**config.mk**
```make
export PLATFORM = sky130hd
export DESIGN_NAME = mbtrain_handshake_engine_flat
export DESIGN_NICKNAME = d
export VERILOG_FILES = /design/src/rtl/mbtrain_handshake_engine_if.sv /design/src/rtl/mbtrain_handshake_engine.sv /design/src/flat_wrapper.sv
export SDC_FILE = /design/constraint.sdc
export NUM_CORES = 1
export LEC_CHECK = 0
export ABC_AREA = 1
export ABC_CLOCK_PERIOD_IN_PS = 1600
export CAP_MARGIN = 20
export CORE_ASPECT_RATIO = 0.6
export CORE_MARGIN = 2
export CORE_UTILIZATION = 40
export CTS_BUF_LIST = sky130_fd_sc_hd__clkbuf_16
export DETAILED_ROUTE_END_ITERATION = 10
export HOLD_SLACK_MARGIN = 0.05
export PLACE_DENSITY = 0.65
export RECOVER_POWER = 25
export SLEW_MARGIN = 20
export SYNTH_ARGS = -nofsm -noshare
export SYNTH_HDL_FRONTEND = slang
export SYNTH_SLANG_ARGS = --single-unit
```
**constraint.sdc**
```tcl
create_clock -name clk -period 1.6 [get_ports clk]
set_input_delay 0.4 -clock clk [delete_from_list [all_inputs] [get_ports clk]]
set_output_delay 0.4 -clock clk [all_outputs]
set_load 0.02 [all_outputs]
```
**src/rtl/mbtrain_handshake_engine_if.sv**
```systemverilog
// Sideband message bus between the MBTRAIN handshake engine and the
// sideband encoder/decoder.
//
// Signals (named from the engine's point of view):
//   i_decoded_sideband_message  partner message code, qualified by i_sideband_valid
//   i_sideband_valid            one-cycle receive strobe
//   i_busy                      sideband transmitter busy
//   i_falling_edge_busy         one-cycle pulse when the transmitter finishes a message
//   o_sideband_message          code to transmit, 0 when nothing is sent
//   o_valid                     one-cycle send strobe
//
// Modports:
//   master : the handshake engine
//   slave  : the sideband encoder/decoder side
interface mbtrain_handshake_engine_if #(
  parameter int MSG_W = 4
);
  logic [MSG_W-1:0] i_decoded_sideband_message;
  logic             i_sideband_valid;
  logic             i_busy;
  logic             i_falling_edge_busy;
  logic [MSG_W-1:0] o_sideband_message;
  logic             o_valid;

  modport master (
    input  i_decoded_sideband_message,
    input  i_sideband_valid,
    input  i_busy,
    input  i_falling_edge_busy,
    output o_sideband_message,
    output o_valid
  );

  modport slave (
    output i_decoded_sideband_message,
    output i_sideband_valid,
    output i_busy,
    output i_falling_edge_busy,
    input  o_sideband_message,
    input  o_valid
  );
endinterface

```
**src/rtl/mbtrain_handshake_engine.sv**
```systemverilog
// MBTRAIN request/response handshake engine.
// Runs N_PHASES request/response phases per side over one shared sideband
// port: a TX FSM sends requests (code 2p+1) and waits for responses (2p+2),
// an RX FSM waits for requests and sends responses. A registered arbiter
// grants the port only when the channel is free and the transmitter idle.
//
// Ports:
//   clk, rst    clock, synchronous active-high reset
//   i_en        substate enable; low returns everything to idle
//   sb          sideband bus (master modport)
//   o_phase     current TX phase index
//   o_test_ack  both sides have completed all phases
//   o_timeout   sticky watchdog error
//
// Optional feature: define MBTRAIN_HANDSHAKE_TIMEOUT_EN to add a watchdog
// that forces both FSMs into ERROR after TIMEOUT_CYCLES cycles without ack.
//
// TX state     | meaning
// TX_IDLE      | disabled
// TX_SEND_REQ  | request for tx phase pending on the arbiter
// TX_WAIT_RESP | request sent, waiting for response 2p+2
// TX_DONE      | all phases completed
// TX_ERROR     | watchdog expired (timeout build only)
//
// RX state     | meaning
// RX_IDLE      | disabled
// RX_WAIT_REQ  | waiting for request 2p+1
// RX_SEND_RESP | response for rx phase pending on the arbiter
// RX_DONE      | all phases completed
// RX_ERROR     | watchdog expired (timeout build only)
module mbtrain_handshake_engine #(
  parameter int MSG_W          = 4,
  parameter int N_PHASES       = 1,
  parameter int RX_PRIORITY    = 1,
  parameter int TIMEOUT_CYCLES = 1000
) (
  input  logic                       clk,
  input  logic                       rst,
  input  logic                       i_en,
  mbtrain_handshake_engine_if.master sb,
  output logic [2:0]                 o_phase,
  output logic                       o_test_ack,
  output logic                       o_timeout
);

  if (N_PHASES < 1 || N_PHASES > 7 || (2 * N_PHASES + 2) > (1 << MSG_W) ||
      TIMEOUT_CYCLES < 1) begin : g_bad_params
    $error("mbtrain_handshake_engine: illegal parameter combination");
  end

  localparam logic [2:0] LAST_PHASE = 3'(N_PHASES - 1);

  typedef enum logic [2:0] {
    TX_IDLE, TX_SEND_REQ, TX_WAIT_RESP, TX_DONE
`ifdef MBTRAIN_HANDSHAKE_TIMEOUT_EN
    , TX_ERROR
`endif
  } tx_state_e;

  typedef enum logic [2:0] {
    RX_IDLE, RX_WAIT_REQ, RX_SEND_RESP, RX_DONE
`ifdef MBTRAIN_HANDSHAKE_TIMEOUT_EN
    , RX_ERROR
`endif
  } rx_state_e;

  tx_state_e        tx_state_q, tx_state_d;
  rx_state_e        rx_state_q, rx_state_d;
  logic [2:0]       tx_phase_q, tx_phase_d;
  logic [2:0]       rx_phase_q, rx_phase_d;
  logic             chan_free_q, chan_free_d;
  logic             valid_q, valid_d;
  logic [MSG_W-1:0] msg_q, msg_d;
  logic             ack_q, ack_d;
  logic             arb_go, grant_tx, grant_rx;
  logic             tx_hit, rx_hit;
  logic             to_fire;

  function automatic logic [MSG_W-1:0] req_code(input logic [2:0] p);
    return MSG_W'(2 * int'(p) + 1);
  endfunction

  function automatic logic [MSG_W-1:0] resp_code(input logic [2:0] p);
    return MSG_W'(2 * int'(p) + 2);
  endfunction

  assign tx_hit = sb.i_sideband_valid && (sb.i_decoded_sideband_message == resp_code(tx_phase_q));
  assign rx_hit = sb.i_sideband_valid && (sb.i_decoded_sideband_message == req_code(rx_phase_q));

`ifdef MBTRAIN_HANDSHAKE_TIMEOUT_EN
  localparam int TO_W = (TIMEOUT_CYCLES > 1) ? $clog2(TIMEOUT_CYCLES) : 1;

  logic [TO_W-1:0] to_cnt_q, to_cnt_d;
  logic            timeout_q, timeout_d;

  assign to_fire = i_en && !ack_q && !timeout_q && (to_cnt_q == TO_W'(TIMEOUT_CYCLES - 1));

  always_comb begin : p_watchdog
    to_cnt_d  = to_cnt_q;
    timeout_d = timeout_q && i_en;
    if (!i_en) begin
      to_cnt_d = '0;
    end else if (to_fire) begin
      timeout_d = 1'b1;
    end else if (!ack_q && !timeout_q) begin
      to_cnt_d = to_cnt_q + TO_W'(1);
    end
  end

  always_ff @(posedge clk) begin : p_watchdog_reg
    if (rst) begin
      to_cnt_q  <= '0;
      timeout_q <= 1'b0;
    end else begin
      to_cnt_q  <= to_cnt_d;
      timeout_q <= timeout_d;
    end
  end

  assign o_timeout = timeout_q;
`else
  assign to_fire   = 1'b0;
  assign o_timeout = 1'b0;
`endif

  always_ff @(posedge clk) begin : p_state_reg
    if (rst) begin
      tx_state_q  <= TX_IDLE;
      rx_state_q  <= RX_IDLE;
      tx_phase_q  <= '0;
      rx_phase_q  <= '0;
      chan_free_q <= 1'b1;
      valid_q     <= 1'b0;
      msg_q       <= '0;
      ack_q       <= 1'b0;
    end else begin
      tx_state_q  <= tx_state_d;
      rx_state_q  <= rx_state_d;
      tx_phase_q  <= tx_phase_d;
      rx_phase_q  <= rx_phase_d;
      chan_free_q <= chan_free_d;
      valid_q     <= valid_d;
      msg_q       <= msg_d;
      ack_q       <= ack_d;
    end
  end

  always_comb begin : p_next_state
    tx_state_d  = tx_state_q;
    rx_state_d  = rx_state_q;
    tx_phase_d  = tx_phase_q;
    rx_phase_d  = rx_phase_q;
    chan_free_d = chan_free_q;
    if (!i_en) begin
      tx_state_d  = TX_IDLE;
      rx_state_d  = RX_IDLE;
      tx_phase_d  = '0;
      rx_phase_d  = '0;
      chan_free_d = 1'b1;
    end else begin
      case (tx_state_q)
        TX_IDLE: begin
          tx_state_d = TX_SEND_REQ;
          tx_phase_d = '0;
        end
        TX_SEND_REQ: if (grant_tx) tx_state_d = TX_WAIT_RESP;
        TX_WAIT_RESP: begin
          if (tx_hit) begin
            // phase index holds at the last phase once DONE
            if (tx_phase_q == LAST_PHASE) begin
              tx_state_d = TX_DONE;
            end else begin
              tx_state_d = TX_SEND_REQ;
              tx_phase_d = tx_phase_q + 3'd1;
            end
          end
        end
        default: ;
      endcase

      case (rx_state_q)
        RX_IDLE: begin
          rx_state_d = RX_WAIT_REQ;
          rx_phase_d = '0;
        end
        RX_WAIT_REQ: if (rx_hit) rx_state_d = RX_SEND_RESP;
        RX_SEND_RESP: begin
          if (grant_rx) begin
            if (rx_phase_q == LAST_PHASE) begin
              rx_state_d = RX_DONE;
            end else begin
              rx_state_d = RX_WAIT_REQ;
              rx_phase_d = rx_phase_q + 3'd1;
            end
          end
        end
        default: ;
      endcase

      // A grant consumes the channel; a stale falling edge in the same
      // cycle must not re-free it.
      if (tx_state_q == TX_IDLE) begin
        chan_free_d = 1'b1;
      end else if (grant_tx || grant_rx) begin
        chan_free_d = 1'b0;
      end else if (sb.i_falling_edge_busy) begin
        chan_free_d = 1'b1;
      end

`ifdef MBTRAIN_HANDSHAKE_TIMEOUT_EN
      if (to_fire) begin
        tx_state_d = TX_ERROR;
        rx_state_d = RX_ERROR;
      end
`endif
    end
  end

  always_comb begin : p_outputs
    // grant looks only at the registered free flag, so a falling edge can
    // enable a grant no earlier than the following cycle
    arb_go   = i_en && chan_free_q && !sb.i_busy && !to_fire;
    grant_rx = arb_go && (rx_state_q == RX_SEND_RESP) &&
               ((RX_PRIORITY != 0) || (tx_state_q != TX_SEND_REQ));
    grant_tx = arb_go && (tx_state_q == TX_SEND_REQ) && !grant_rx;
    valid_d  = grant_tx || grant_rx;
    msg_d    = '0;
    if (grant_rx) begin
      msg_d = resp_code(rx_phase_q);
    end else if (grant_tx) begin
      msg_d = req_code(tx_phase_q);
    end
    ack_d = i_en && !to_fire && (tx_state_q == TX_DONE) && (rx_state_q == RX_DONE);
  end

  assign sb.o_valid            = valid_q;
  assign sb.o_sideband_message = msg_q;
  assign o_phase               = tx_phase_q;
  assign o_test_ack            = ack_q;

endmodule

```
**src/flat_wrapper.sv**
```systemverilog
// flat-port wrapper written by rule: the top's interface ports become plain ports
module mbtrain_handshake_engine_flat 
#(
  parameter int MSG_W          = 4,
  parameter int N_PHASES       = 1,
  parameter int RX_PRIORITY    = 1,
  parameter int TIMEOUT_CYCLES = 1000
)
  (clk, rst, i_en, o_phase, o_test_ack, o_timeout, sb_i_decoded_sideband_message, sb_i_sideband_valid, sb_i_busy, sb_i_falling_edge_busy, sb_o_sideband_message, sb_o_valid);
  mbtrain_handshake_engine_if #(.MSG_W(MSG_W)) sb_i ();
  input  logic clk;
  input  logic rst;
  input  logic i_en;
  output logic [2:0] o_phase;
  output logic o_test_ack;
  output logic o_timeout;
  input wire logic [$bits(sb_i.i_decoded_sideband_message)-1:0] sb_i_decoded_sideband_message;
  input wire logic [$bits(sb_i.i_sideband_valid)-1:0] sb_i_sideband_valid;
  input wire logic [$bits(sb_i.i_busy)-1:0] sb_i_busy;
  input wire logic [$bits(sb_i.i_falling_edge_busy)-1:0] sb_i_falling_edge_busy;
  output wire logic [$bits(sb_i.o_sideband_message)-1:0] sb_o_sideband_message;
  output wire logic [$bits(sb_i.o_valid)-1:0] sb_o_valid;
  assign sb_i.i_decoded_sideband_message = sb_i_decoded_sideband_message;
  assign sb_i.i_sideband_valid = sb_i_sideband_valid;
  assign sb_i.i_busy = sb_i_busy;
  assign sb_i.i_falling_edge_busy = sb_i_falling_edge_busy;
  assign sb_o_sideband_message = sb_i.o_sideband_message;
  assign sb_o_valid = sb_i.o_valid;
  mbtrain_handshake_engine #(.MSG_W(MSG_W), .N_PHASES(N_PHASES), .RX_PRIORITY(RX_PRIORITY), .TIMEOUT_CYCLES(TIMEOUT_CYCLES)) u_core (.clk(clk), .rst(rst), .i_en(i_en), .sb(sb_i), .o_phase(o_phase), .o_test_ack(o_test_ack), .o_timeout(o_timeout));
endmodule
```
### Word-level counts from Yosys, hierarchy flattened

Cells that the tools add are included.

| storage, ports and cells | value |
|---|---|
| bits in registers | 19 |
| output and inout port bits | 10 |
| bits of input ports | 10 |

| cells by class | value |
|---|---|
| muxes and demuxes | 18 |
| add/subtract/negate cells | 6 |
| eq/ne operators | 14 |
| reductions and logical operators | 27 |
| bitwise logic cells | 1 |

Operators by type and width:

| operator | count |
|---|---|
| $mux W3 | 8 |
| $pmux W3 S3 | 2 |
| $eq A3 B2 Y1 const B | 4 |
| $logic_not A3 Y1 | 4 |
| $pmux W3 S2 | 2 |
| $reduce_and A3 Y1 | 4 |
| $logic_and A1 B1 Y1 | 9 |
| $add A4 B1 Y4 const B | 2 |
| $add A4 B2 Y4 const B | 2 |
| $eq A4 B4 Y1 | 2 |
| $mux W4 | 2 |
| $ne A2 B1 Y1 const B | 4 |
| $add A3 B1 Y3 const B | 2 |
| $eq A3 B1 Y1 const B | 2 |
| $reduce_bool A2 Y1 | 3 |
| $reduce_bool A3 Y1 | 2 |
| $mux W2 | 2 |
| $ne A2 B2 Y1 const B | 2 |
| $reduce_or A3 Y1 | 1 |
| $logic_not A1 Y1 | 2 |
| $mux W1 | 2 |
| $reduce_or A2 Y1 | 1 |
| $logic_or A1 B1 Y1 | 1 |
| $not A1 Y1 | 1 |

### Logic depth before layout (Yosys ltp)

| depth | value |
|---|---|
| word-level depth | 7 |
| mapped depth | 11 |

### Worst setup path before layout

OpenSTA, ideal clock, no wires.

| path | value |
|---|---|
| path kind | register -> register |
| start | reg u_core.tx_phase_q[0], in the netlist u_core.o_phase[0] |
| end | reg u_core.tx_phase_q[0], in the netlist u_core.o_phase[0] |
| slack | -0.007 ns |
| period minus slack after synthesis | 1.607 ns |
| arrival time | 1.498 ns |
| stages on the path, launching flop included | 11 |
| path buffers | 0 |
| data required time | 1.490 ns |
| path through | dfxtp_1 > inv_2 > ha_1 > nand2_1 > nand3_1 > nor2_4 > nand2_2 > nand2_4 > nand3_1 > nand2_1 > nor2_2 |

| between the ends | value |
|---|---|
| cells in the longest elaborated chain, start to end | 5 |
| elaborated cells on any way between the ends | 11 |

Ends and longest elaborated chain:

| what | RTL line | RTL |
|---|---|---|
| start, declared | mbtrain_handshake_engine.sv:69 | `logic [2:0] tx_phase_q, tx_phase_d;` |
| start signal, assigned | mbtrain_handshake_engine.sv:139 | `tx_phase_q <= tx_phase_d;` |
| $add A4 B2 Y4 | mbtrain_handshake_engine.sv:84 | `return MSG_W'(2 * int'(p) + 2);` |
| $eq A4 B4 Y1 | mbtrain_handshake_engine.sv:87 | `assign tx_hit = sb.i_sideband_valid && (sb.i_decoded_sideband_message == resp_code(tx_phase_q));` |
| $logic_and A1 B1 Y1 | mbtrain_handshake_engine.sv:87 |  |
| $ne A2 B1 Y1 (no line) | - |  |
| $reduce_and A3 Y1 (no line) | - |  |

Parallel ways exist; a longest one is shown, timed or not. The select of a mux whose other input is x is not followed.
A chain may end at the register's enable or synchronous reset.

### Worst setup path after layout

| path | value |
|---|---|
| start | reg u_core.msg_q[2], in the netlist u_core.sb.o_sideband_message[2] |
| end | out sb_o_sideband_message[2] |

RTL lines:

| what | RTL line | RTL |
|---|---|---|
| start, declared | mbtrain_handshake_engine.sv:73 | `logic [MSG_W-1:0] msg_q, msg_d;` |
| start signal, assigned | mbtrain_handshake_engine.sv:143 | `msg_q <= msg_d;` |
| end, declared | flat_wrapper.sv:21 | `output wire logic [$bits(sb_i.o_sideband_message)-1:0] sb_o_sideband_message;` |

No word-level cell between the ends.

==> reports/results.ini <==
[global_route]
grt_pass1_vias = 1005
grt-ovfl-total = 0
antenna_found_initial = 0
grt_max_degree = 10
grt_usage_pct = 17.5
grt_first_pass_wirelength_um = 4340

[power_and_ir_drop]
combPwrFrac_pct = 25.6
p_sw_uw = 380
intPower_uw = 918
p_sw_share_pct = 29.3
pwr-share-clk_pct = 38.6
power_frac_seq_pct = 35.9
p_per_area_nw_per_um2 = 845
p_leak_nw = 0.701
vdd_drop_max_uv = 562

[setup_path]
r2r_cells = 11
cp_top_family = buffers and inverters
cpPeakStageDelay_ps = 600
crit_type = reg -> out
slowest_stage = clkdlybuf4s50_1
worst-path-buf-inv = 1
r2r_start = u_core.o_phase[1]
start_kind = flip-flop
r2r_slack_ps = 110
critPathArrivalTime_ps = 1170
crit_chain = clkdlybuf4s50_1
r2r-end = u_core.tx_state_q[0]
cp-end-kind = output pin
required_ps = 1200
path_max_fanout = 1

[detailed_routing]
firstDrtPassIters = 4
route.antenna.remaining_nets = 0
routed_wl_um = 2630
drc = 0
dr_total_vias = 1074
drt-initial-drc-count = 40
routedWlPerCell_um = 11.7
viasPerCell = 4.77

[floorplanning]
core_sq_um = 2590
rows = 14
dieHeight_um = 45.1
io_pins = 20
die_x_um = 72.5
start_util_pct = 43.5
die_area_sq_um = 3270

[place]
dpl_worst_slack_ps = -150
dpl.hpwl_um = 2000
globalplace.congestion = 0.890
io_buffers = 18
dp_cells = 220

[clocking]
htreeDepth = 1
cts_made_buffers = 3
cts_sinks = 17
ctsHoldBuffers = 0
clk_pin_slew_ps = 50
clk_latency_ps = 250
cts_tree = built
cts_root_buf = clkbuf_16
clk_path_buf_depth = 2

[synth]
postSynthAreaPerCell_sq_um = 7.05
synth_top_area_share_pct = 30.2
synthTopCellsByArea = dfxtp_1 (30%), ha_1 (16%), nand2_1 (12%), nor2_1 (6.3%), inv_1 (6.0%)
synth_cells = 160
yosys.area.top_type = dfxtp_1
synth-seq-area-share_pct = 30.2
syn_area_sq_um = 1130
synthSimpleGateAreaFrac_pct = 35.0
muxShareOfSynthArea_pct = 0
yosysWarningCount = 0
synth_compound_gate_area_share_pct = 10.3
ys_types = 24
synthXorXnorAreaFrac_pct = 0
synth_top_family_by_area = simple AND/OR/NAND/NOR gates
synthAdderAreaFrac_pct = 15.5
synth_seq_cells = 17
synth_nets = 184

[hold_path]
hp-start = u_core.o_phase[1]
whs_endpoint = u_core.o_phase[1]
whs_path_depth = 2
hold_path_class = reg -> reg

[finish]
postLayoutCoreUtil_pct = 59.3
drive_above_1_share_pct = 20.7
layout.nets = 218
syn_to_final_growth_pct = 36.3
fin_cells = 225
n_antenna_cell = 0

[timing]
setup_viol = 0
drv_slew = 0
hold_viol_final = 0
hold_ws_ps = 510
fin_ws_ps = 30.3
clock_skew_ps = 2.73
period_share_pct = 98.1
fmax_mhz = 637
tns_ps = 0
fin_crit_ps = 1570

[run_status]
outcome = complete, no violations

[flow_run]
drv_cap = 0

## stage by stage
step / power, mW / area (sq um)
2_1_floorplan: 0.698 / 1130
3_3_place_gp: 0.796 / 1420
3_5_place_dp: 0.801 / 1420
4_1_cts: 1.30 / 1500
5_1_grt: 1.38 / 1540
6_report: 1.30 / 1540
## cell usage after synthesis
library cell / n
nand3b_2: 1
conb_1: 1
nand2_1: 37
nand4_1: 1
nor2_4: 2
nand2_4: 1
o22ai_1: 1
a21oi_2: 1
or2_1: 1
inv_1: 18
o21ai_1: 2
o21ai_2: 1
nand3_1: 13
inv_2: 6
o21ai_0: 4
nand2_2: 3
nor2_1: 19
nand3_2: 3
buf_4: 1
o32ai_1: 2
a21oi_1: 9
dfxtp_1: 17
nor2_2: 2
ha_1: 14
## logic make-up after synthesis
| kind of cell | after synthesis |
|---|---|
| adders and majority gates | 14 |
| and+or+nand+nor | 83 |
| buffers and inverters | 25 |
| other | 1 |
| DFF | 17 |
| AOI/OAI and AO/OA | 20 |
## registers in the layout, indices dropped and copies added, names as in the netlist
signal / flops
u_core.chan_free_q: 1
u_core.o_phase: 3
u_core.o_test_ack: 1
u_core.rx_phase_q: 3
u_core.rx_state_q: 2
u_core.sb.o_sideband_message: 4
u_core.sb.o_valid: 1
u_core.tx_state_q: 2
## how the worst max path moves through the flow
stage / start / end / depth (start not counted)
after CTS: u_core.o_phase[2] / o_phase[2] / 1
after detailed placement: sb_i_decoded_sideband_message[2] / u_core.tx_state_q[0] / 10
after global routing: i_en / u_core.tx_state_q[0] / 8
final: u_core.sb.o_sideband_message[2] / sb_o_sideband_message[2] / 1
after floorplan: u_core.o_phase[1] / u_core.o_phase[0] / 10
after global placement: i_en / u_core.sb.o_sideband_message[3] / 7
## power groups by stage
stage	clock network (mW)	logic, mW	registers [mW]
2_1_floorplan	0	0.217	0.481
3_3_place_gp	0	0.321	0.475
3_5_place_dp	0	0.325	0.476
4_1_cts	0.506	0.325	0.467
5_1_grt	0.525	0.384	0.468
6_report	0.501	0.332	0.466
## layout make-up
cell class | count | area [sq um]
fillers | 252 | 1060
clock buffers | 3 | 75.1
clock inverters | 1 | 3.75
inverters | 24 | 90.1
flip-flops and latches | 17 | 345
repair buffers | 29 | 254
well taps | 32 | 40.0
multi-input cells | 119 | 728
## per-layer routing
metal / track usage [%] / part of all wire (%)
met1: 24.6 / 54
met2: 26.0 / 41
met3: 5.80 / 4.8
met4: 4.07 / 0.30
met5: 0 / 0
## repair_timing
item / in CTS / in global routing
pin swaps: 0 / 2
hold endpoints to repair: 0 / 0
gates resized for setup: 2 / 8
buffers inserted: 0 / 0
setup endpoints to repair: 2 / 7
cloned: 0 / 1
## cells in the final DEF, fill, tap and decap left out, drive strengths merged, types with 7 or more instances in the layout
master         count
nand2             42
inv               25
nor2              23
dfxtp             17
nand3             16
clkdlybuf4s50     15
ha                14
buf               11
a21oi             10
o21ai              7
No activity file was read; power rests on OpenSTA's default activity.
